**src/rtl/digit_scan_ctrl.sv**
```systemverilog
// Scan sequencer feeding decoder_24: steps a[1:0] over the enabled slots of slot_mask.
// Optional SCAN_BLANK_EN inserts a one-cycle blanking state between slots.
module digit_scan_ctrl #(
   parameter int unsigned PRESCALE = 4,
   parameter int unsigned CNT_W    = 16
) (
   input  logic       clk,
   input  logic       rst,
   input  logic       en,
   input  logic [3:0] slot_mask,
   output logic [1:0] a,
   output logic       a_valid,
   output logic       frame_done
);

   localparam int unsigned SLOTS = 4;

`ifdef SCAN_BLANK_EN
   typedef enum logic [1:0] {IDLE = 2'd0, RUN = 2'd1, BLANK = 2'd2} state_t;
`else
   typedef enum logic [1:0] {IDLE = 2'd0, RUN = 2'd1} state_t;
`endif

   state_t           state;
   logic [CNT_W-1:0] cnt;
   logic             term_cnt;
   logic [1:0]       first_slot;
   logic [1:0]       next_slot;
   logic             next_wrap;

   assign term_cnt = (cnt == CNT_W'(PRESCALE - 1));

   // Lowest enabled slot; used when a scan starts from IDLE.
   always_comb begin
      first_slot = 2'd0;
      for (int i = SLOTS - 1; i >= 0; i--) begin
         if (slot_mask[i]) first_slot = 2'(i);
      end
   end

   // Circular search for the next enabled slot after a; closest offset wins.
   always_comb begin
      logic [1:0] cand;
      next_slot = a;
      cand      = a;
      for (int k = SLOTS; k >= 1; k--) begin
         cand = a + 2'(k);
         if (slot_mask[cand]) next_slot = cand;
      end
      next_wrap = (next_slot <= a);
   end

   always_ff @(posedge clk) begin
      if (rst) begin
         state      <= IDLE;
         a          <= 2'd0;
         a_valid    <= 1'b0;
         frame_done <= 1'b0;
         cnt        <= '0;
      end else begin
         frame_done <= 1'b0;
         case (state)
            IDLE: begin
               cnt     <= '0;
               a_valid <= 1'b0;
               if (en && (slot_mask != 4'd0)) begin
                  state   <= RUN;
                  a       <= first_slot;
                  a_valid <= 1'b1;
               end
            end

            RUN: begin
               if (!en) begin
                  state   <= IDLE;
                  a_valid <= 1'b0;
                  cnt     <= '0;
               end else if (term_cnt) begin
                  cnt <= '0;
                  if (slot_mask == 4'd0) begin
                     state   <= IDLE;
                     a_valid <= 1'b0;
                  end else begin
                     a          <= next_slot;
                     frame_done <= next_wrap;
`ifdef SCAN_BLANK_EN
                     state      <= BLANK;
                     a_valid    <= 1'b0;
`endif
                  end
               end else begin
                  cnt <= cnt + CNT_W'(1);
               end
            end

`ifdef SCAN_BLANK_EN
            // One dark cycle with a already on the next slot.
            BLANK: begin
               cnt <= '0;
               if (!en) begin
                  state   <= IDLE;
                  a_valid <= 1'b0;
               end else begin
                  state   <= RUN;
                  a_valid <= 1'b1;
               end
            end
`endif

            default: begin
               state   <= IDLE;
               a_valid <= 1'b0;
               cnt     <= '0;
            end
         endcase
      end
   end

endmodule

```
**config.mk**
```make
export PLATFORM = sky130hd
export DESIGN_NAME = digit_scan_ctrl
export DESIGN_NICKNAME = d
export VERILOG_FILES = /design/src/rtl/digit_scan_ctrl.sv
export SDC_FILE = /design/constraint.sdc
export NUM_CORES = 1
export LEC_CHECK = 0
export CAP_MARGIN = 15
export CORE_AREA = 2 2 70 72
export CTS_CLUSTER_SIZE = 30
export DETAILED_ROUTE_END_ITERATION = 16
export DIE_AREA = 0 0 72 74
export SYNTH_ARGS = -nofsm -noshare
export SYNTH_HDL_FRONTEND = slang
export SYNTH_SLANG_ARGS = --single-unit
```
**constraint.sdc**
```tcl
create_clock -name clk -period 1.7 [get_ports clk]
set_input_delay 0.34 -clock clk [delete_from_list [all_inputs] [get_ports clk]]
set_output_delay 0.34 -clock clk [all_outputs]
set_load 0.01 [all_outputs]
```
==> results of run 1 <==
## stage by stage
| stage | hold WS (ns) | setup WS [ns] | cells |
|---|---|---|---|
| after floorplan | 0.4262 | 0.04475 | 134 |
| final | 0.4879 | 0.08309 | 220 |
| after detailed placement | 0.4768 | -0.5619 | 215 |
| after global placement | 0.4730 | -0.4608 | 215 |
| after CTS | 0.4860 | 0.01415 | 220 |
| after global routing | 0.5131 | -0.003074 | 220 |
## placed cells by master (no fill, tap or decap), types with 5 or more instances in the layout
cell type,instances
dfxtp_1,19
inv_1,8
nand2_1,7
nand4_1,5
buf_4,19
nor3_1,5
nor2_1,20
a21oi_1,7
xnor2_1,6
xor2_1,5
clkdlybuf4s50_1,6
## kinds of logic after synthesis
group,Yosys count,synth area share
flops,21,0.3827
compound gates,21,0.1207
xor+xnor,11,0.08770
buf+inv,12,0.04328
fa+ha+maj,3,0.03417
mux,1,0.009112
simple gates,65,0.3223
## area by class of cell
type	instances	area, um^2
flip-flops and latches	21	425.4
multi-input cells	101	696.9
clock buffers	4	45.04
fillers	478	3065
repair buffers	32	267.8
inverters	8	30.03
well taps	54	67.56
## repair_timing
action                     4_1_cts  5_1_grt
setup endpoints to repair        1       20
hold endpoints to repair         0        0
hold buffers                     0        0
pin swaps                        5        4
buffers inserted                 1        0
resized for setup               18        9
## state kept, by name, summed over array words and instances, names as in the netlist
name / cells
frame_done: 1
state: 1
cnt: 16
a_valid: 1
a: 2
## per-layer routing
| metal | routed length (um) | vias to the layer above |
|---|---|---|
| met1 | 1188 | 479 |
| met5 | 0 | - |
| met3 | 51 | 4 |
| met4 | 72 | 0 |
| li1 | - | 542 |
| met2 | 1197 | 11 |
## synthesized netlist by cell type
master,instances
nand2_1,7
mux2i_1,1
nand4_4,1
dfxtp_1,21
o21a_1,1
nand3_1,4
and4_1,1
a31oi_1,1
and2_1,1
nor2b_1,2
a2111oi_0,1
o21ai_0,2
or3_1,2
o41ai_1,2
o31ai_1,3
xnor2_1,6
xor2_1,5
nor4b_1,2
nor4_1,4
nand4_1,5
a311o_1,1
or2_2,2
nor2_1,20
ha_1,3
buf_2,2
or4_1,1
nor3_1,7
inv_1,8
or4b_1,1
and3_2,1
nand2b_1,4
clkbuf_1,2
a21oi_1,10
## worst min path at each step
stage                             from                 end  slack [ns]  depth (start not counted)
floorplan            cnt[0]$_SDFF_PP0_   cnt[0]$_SDFF_PP0_        0.43                          1
global placement    cnt[15]$_SDFF_PP0_  cnt[15]$_SDFF_PP0_        0.47                          2
detailed placement  cnt[15]$_SDFF_PP0_  cnt[15]$_SDFF_PP0_        0.48                          2
CTS                 cnt[15]$_SDFF_PP0_  cnt[15]$_SDFF_PP0_        0.49                          2
global route        cnt[15]$_SDFF_PP0_  cnt[15]$_SDFF_PP0_        0.51                          2
finish              cnt[15]$_SDFF_PP0_  cnt[15]$_SDFF_PP0_        0.49                          2
## worst reg2reg max path, stage by stage, from the launching register on
cell       delay [ns]
dfxtp_4          0.38
nor2b_4          0.04
buf_4            0.13
o21a_1           0.19
nor3_2           0.17
ha_2             0.19
inv_1            0.05
a21oi_2          0.10
a21oi_1          0.06
a2111oi_2        0.21
## power by group through the flow
stage,Clock [uW],Combinational [uW],Sequential [uW]
final,322,163,510
after global routing,353,179,512
after CTS,336,153,510
after detailed placement,0,134,520
after global placement,0,136,520
after floorplan,0,64.8,519
==> summary.txt, run 1 <==
Floorplan
  – IO Count: 11
  – Initial core utilization: 0.2389
  – Cell Rows: 25
  – Die Width: 72 um
  – Core ar.: between 0.004 and 0.005 mm^2
  – Die area: 0.005328 mm^2
  – Die height: approximately 74 um

Cells and area
  – Area grow syn2layout: 39.52%
  – Total Nets Final: 177
  – Fin area: 0.001533 mm^2
  – Share of post-route cells with drive strength above 1: 0.2590
  – Final core occ: 0.3333
  – ANT cells: 0

Power and ir drop
  – Internal cell power: 757.5 uW
  – Clock share of power: 0.323
  – P_leak: 0.0005389 uW
  – Switching share of power: 0.2388
  – Net Sw Power: 237.6 uW
  – Final total power: 995.1 uW
  – VDD IR max: 0.2956 mV
  – Sequential power share: 0.513
  – Logic pwr share: 0.164
  – Pwr/cell area: 649.2 mW/mm^2

Worst setup path
  – CP Cell Sequence: nor2b_4 > buf_4 > o21a_1 > nor3_2 > ha_2 > inv_1 > a21oi_2 > a21oi_1 > a2111oi_2
  – Worst r2r src: a[0]$_SDFFE_PP0P_
  – Bufs and invs on worst path: 2
  – Worst EP required: 1.85 ns
  – CP max stage delay: roughly 0.38 ns
  – R2R setup slack: 0.08 ns
  – Crit path DAT: around 1.8 ns
  – Crit. End Element: flop
  – CP Max Fanout: 4
  – Family with the most delay on the worst path: compound AO/OA/AOI/OAI gates
  – Worst setup path class: flop to flop
  – CP startpoint kind: flop
  – Critical path origin: a[0]$_SDFFE_PP0P_
  – Stages on worst setup path: 9
  – Register-to-Register Path Depth: 9
  – Reg2reg end: frame_done$_SDFF_PP0_
  – Crit path to: frame_done$_SDFF_PP0_
  – CP max-delay cell: dfxtp_4

Synthesis
  – Mapped Cells: 134
  – Synthesized flop and latch total: 21
  – Synth Net Count: 144
  – Synth top area cells: dfxtp_1, nor2_1, xnor2_1, a21oi_1, xor2_1
  – Synth warnings: 0
  – Cell taking the most area after synthesis: dfxtp_1
  – Share of the synthesized area in the top cell type: 0.3827
  – Post-Syn Area: 0.001099 mm^2
  – Yosys cell types: 33
  – Syn avg cell area: 8.198 um^2
  – Sequential area share after synthesis: 0.3827

Timing
  – Slew Viols, Final: 0
  – Worst-Margin Slew: around 0.36 ns
  – Setup_tns: 0 ns
  – Final Cycle Share: 0.9511
  – Worst rel slew slack: 0.7557
  – Min cycle time layout: ~1.6 ns
  – Layout Skew: approximately 0.0045 ns
  – # setup viols final: 0
  – Final Hold Viols: 0
  – Max Clk Rate: 618.5 MHz
  – RSZ-0062 raised after global routing: true

Routing
  – Post-route ant nets: 0
  – Total Wirelength: between 2 and 3 mm
  – Vias/cell: between 4 and 5
  – DRT iter0 DRCs: 38
  – Via Count: 1036
  – # DRC: 0
  – DR WL/cell: 11.40 um
  – Drt pass-1 iters: 4

GRT
  – GRT overflow: 0
  – Met2 track demand over resource: 0.1698
  – Vias in the first global route: 1002
  – GRT Overall Usage: 0.1012
  – Gr busiest metal: met2
  – Initial antenna violation count: 0
  – Grt met3 use: 0.008130
  – Largest net degree at the start of global routing: 12
  – Global routing usage on met1: 0.1237
  – First-pass GRT wire length: 4.215 mm

Clock tree
  – H-tree depth: 1
  – Clock tree buffer depth: 2
  – Root Buffer: clkbuf_8
  – CTS Sinks: 21
  – CTS buffer count: 3
  – Skew-Pair Late Insertion Delay: 0.26 ns
  – CTS tree: yes
  – Clock transition at path regs: 0.07 ns

Placement
  – Input/output buffers: 10
  – Placed Area: 0.001406 mm^2
  – Detail Placement HPWL: between 1.5 and 2 mm
  – Routability cong.: 0.8963

Flow run
  – Max Cap Violations: 0

Outcome
  – Status: completed

Worst hold path
  – Worst min path class: flop to flop
(Power assumes the default switching activity.)
==> run 2: changes to the inputs <==
- CORE_AREA: 2 2 70 72 -> 2 2 63 80
- DIE_AREA: 0 0 72 74 -> 0 0 65 82
==> run 2 against run 1 <==
Against the previous run: sequential power barely moved; setup slack got worse by 0.046 ns; first-iteration DRC count rose by 68%; core utilization rose by 0.47 points; routed wire length fell by 1.6%; combinational power rose by 2%; global-route usage fell by 0.35 points; total power rose by 0.30%; clock-buffer cell count fell by 1; final cell count rose by 2.3%; critical endpoint is now a[1]; clock skew fell by 0.0020 ns.
==> summary.txt, run 2 (same netlist as run 1, synthesis figures left out) <==
Clock tree
  – H-tree depth: 1 (unchanged)
  – Skew-Pair Late Insertion Delay: 0.26 ns (about the same)
  – CTS buffer count: 3 (unchanged)
  – Clock transition at path regs: 0.08 ns (was 0.07 ns)
  – CTS tree: yes (unchanged)
  – Clock tree buffer depth: 2 (unchanged)
  – Root Buffer: clkbuf_8 (unchanged)
  – CTS Sinks: 21 (unchanged)
  – Post-CTS Hold Buffers: 0 (unchanged)

Timing
  – Final worst setup slack: 0.03730 ns (was 0.08309 ns)
  – Final Hold Viols: 0 (unchanged)
  – Final Cycle Share: 0.9781 (was 0.9511)
  – # setup viols final: 0 (unchanged)
  – Worst hold margin: 0.4902 ns (was 0.4879 ns)
  – RSZ-0062 raised after global routing: true (unchanged)
  – Layout Skew: 0.002521 ns (was 0.004540 ns)
  – Worst rel slew slack: 0.7052 (was 0.7557)
  – Worst-Margin Slew: 0.4365 ns (was 0.3632 ns)
  – Max Clk Rate: 601.4 MHz (was 618.5 MHz)
  – Slew Viols, Final: 0 (unchanged)
  – Min cycle time layout: 1.663 ns (was 1.617 ns)

Worst setup path
  – Worst setup path class: flop to output port (was flop to flop)
  – Family with the most delay on the worst path: buffers and inverters (was compound AO/OA/AOI/OAI gates)
  – CP startpoint kind: flop (unchanged)
  – CP max stage delay: 0.53 ns (was 0.38 ns)
  – Crit. End Element: output port (was flop)
  – CP Cell Sequence: buf_4 > clkdlybuf4s50_1 (was nor2b_4 > buf_4 > o21a_1 > nor3_2 > ha_2 > inv_1 > a21oi_2 > a21oi_1 > a2111oi_2)
  – Worst EP required: 1.36 ns (was 1.85 ns)
  – Bufs and invs on worst path: 2 (unchanged)
  – CP max-delay cell: clkdlybuf4s50_1 (was dfxtp_4)
  – CP Max Fanout: 4 (unchanged)
  – Crit path DAT: 1.32 ns (was 1.77 ns)

Cells and area
  – Final-layout fill cell count: 473 (was 478)
  – Max reg flops: 16 (unchanged)
  – Share of post-route cells with drive strength above 1: 0.2727 (was 0.2590)
  – ANT cells: 0 (unchanged)
  – Fin area: 0.001551 mm^2 (was 0.001533 mm^2)
  – Leading registers by flop count: cnt: 16 flops, a: 2 flops (unchanged)
  – Total Nets Final: 176 (was 177)
  – Final core occ: 0.3381 (was 0.3333)
  – Commonest non-fill, non-tap cell in the layout: buf_4 (was nor2_1)
  – Area grow syn2layout: 41.23% (was 39.52%)
  – Most flops, register: cnt (unchanged)
  – Most frequent cells in the layout: buf_4, nor2_1, dfxtp_1 (was nor2_1, dfxtp_1, buf_4)

Floorplan
  – Core ar.: 0.004589 mm^2 (was 0.004598 mm^2)
  – Initial core utilization: 0.2394 (was 0.2389)
  – Die Width: 65 um (was 72 um)
  – Die height: 82 um (was 74 um)
  – Die area: 0.005330 mm^2 (was 0.005328 mm^2)
  – IO Count: 11 (unchanged)
  – Cell Rows: 28 (was 25)

Worst hold path
  – Worst min path class: flop to flop (unchanged)

Placement
  – Detail Placement HPWL: 1.808 mm (was 1.788 mm)
  – Placed Area: 0.001419 mm^2 (was 0.001406 mm^2)
  – Pre-CTS WS: -0.5075 ns (was -0.5619 ns)
  – Input/output buffers: 10 (unchanged)
  – Routability cong.: 0.8089 (was 0.8963)

GRT
  – Initial antenna violation count: 0 (unchanged)
  – Vias in the first global route: 965 (was 1002)
  – Largest net degree at the start of global routing: 17 (was 12)
  – First-pass GRT wire length: 4.105 mm (was 4.215 mm)
  – GRT overflow: 0 (unchanged)
  – GRT Overall Usage: 0.09769 (was 0.1012)

Power and ir drop
  – P_leak: 0.0005424 uW (was 0.0005389 uW)
  – VDD IR max: 0.4424 mV (was 0.2956 mV)
  – Pwr/cell area: 643.3 mW/mm^2 (was 649.2 mW/mm^2)

Routing
  – DR WL/cell: 10.97 um (was 11.40 um)
  – Vias/cell: 4.618 (was 4.709)
  – # DRC: 0 (unchanged)
  – Total Wirelength: 2.469 mm (was 2.508 mm)
  – Via Count: 1039 (was 1036)
  – DRT iter0 DRCs: 64 (was 38)
  – Drt pass-1 iters: 4 (unchanged)
  – Post-route ant nets: 0 (unchanged)

Outcome
  – Status: completed (unchanged)

Flow run
  – Max Cap Violations: 0 (unchanged)
[run 2: final cells by class]
cell class | count | area (um^2) | share of cell area
Clock buffer | 3 | 41.29 | 0.02661
Sequential cell | 21 | 425.4 | 0.2742
Tap cell | 60 | 75.07 | 0.04839
Timing Repair Buffer | 31 | 262.8 | 0.1694
Clock inverter | 1 | 5.005 | 0.003226
Inverter | 8 | 30.03 | 0.01935
Multi-Input combinational cell | 101 | 711.9 | 0.4589
[run 2: worst paths after layout]
check	startpoint	end	slack (ns)	cells past startpoint
setup / recovery	a[1]$_SDFFE_PP0P_	a[1]	0.04	2
hold / removal	cnt[15]$_SDFF_PP0_	cnt[15]$_SDFF_PP0_	0.49	2
setup reg to reg	cnt[0]$_SDFF_PP0_	a[0]$_SDFFE_PP0P_	0.12	6
hold reg to reg	cnt[15]$_SDFF_PP0_	cnt[15]$_SDFF_PP0_	0.49	2
[run 2: worst reg2reg max path: stages (launching register included)]
cell	delay (ns)
dfxtp_1	0.34
ha_1	0.18
nor4b_4	0.21
buf_4	0.15
nand4_1	0.13
a311o_1	0.35
a31oi_1	0.14
[run 2: power breakdown]
group | switching [uW] | total, uW | internal, uW
combinational | 71.8 | 167 | 94.9
sequential | 10.7 | 510 | 499
clock | 158 | 321 | 163
[run 2: what timing repair did]
item / CTS / global route
gates cloned: 0 / 0
buffers inserted: 1 / 1
endpoints found under the setup margin: 1 / 19
pin swaps: 7 / 5
resized for setup: 19 / 9
[run 2: routing by layer]
metal | vias up | wire [um] | share of wire | GRT usage
met1 | 479 | 1040 | 0.42 | 0.1088
met4 | 0 | 0 | 0 | 0.01915
met5 | - | 0 | 0 | 0
met3 | 0 | 105 | 0.043 | 0.02055
li1 | 539 | - | - | -
met2 | 21 | 1323 | 0.54 | 0.1897
[run 2: metrics by stage]
| step | setup TNS [ns] | instances | total power (uW) |
|---|---|---|---|
| 6_report | 0 | 225 | 998.0 |
| 5_1_grt | -0.008955 | 225 | 1055 |
| 4_1_cts | 0 | 225 | 1005 |
| 3_5_place_dp | -1.364 | 220 | 658.6 |
| 3_3_place_gp | -1.295 | 220 | 659.9 |
| 2_1_floorplan | 0 | 134 | 583.6 |
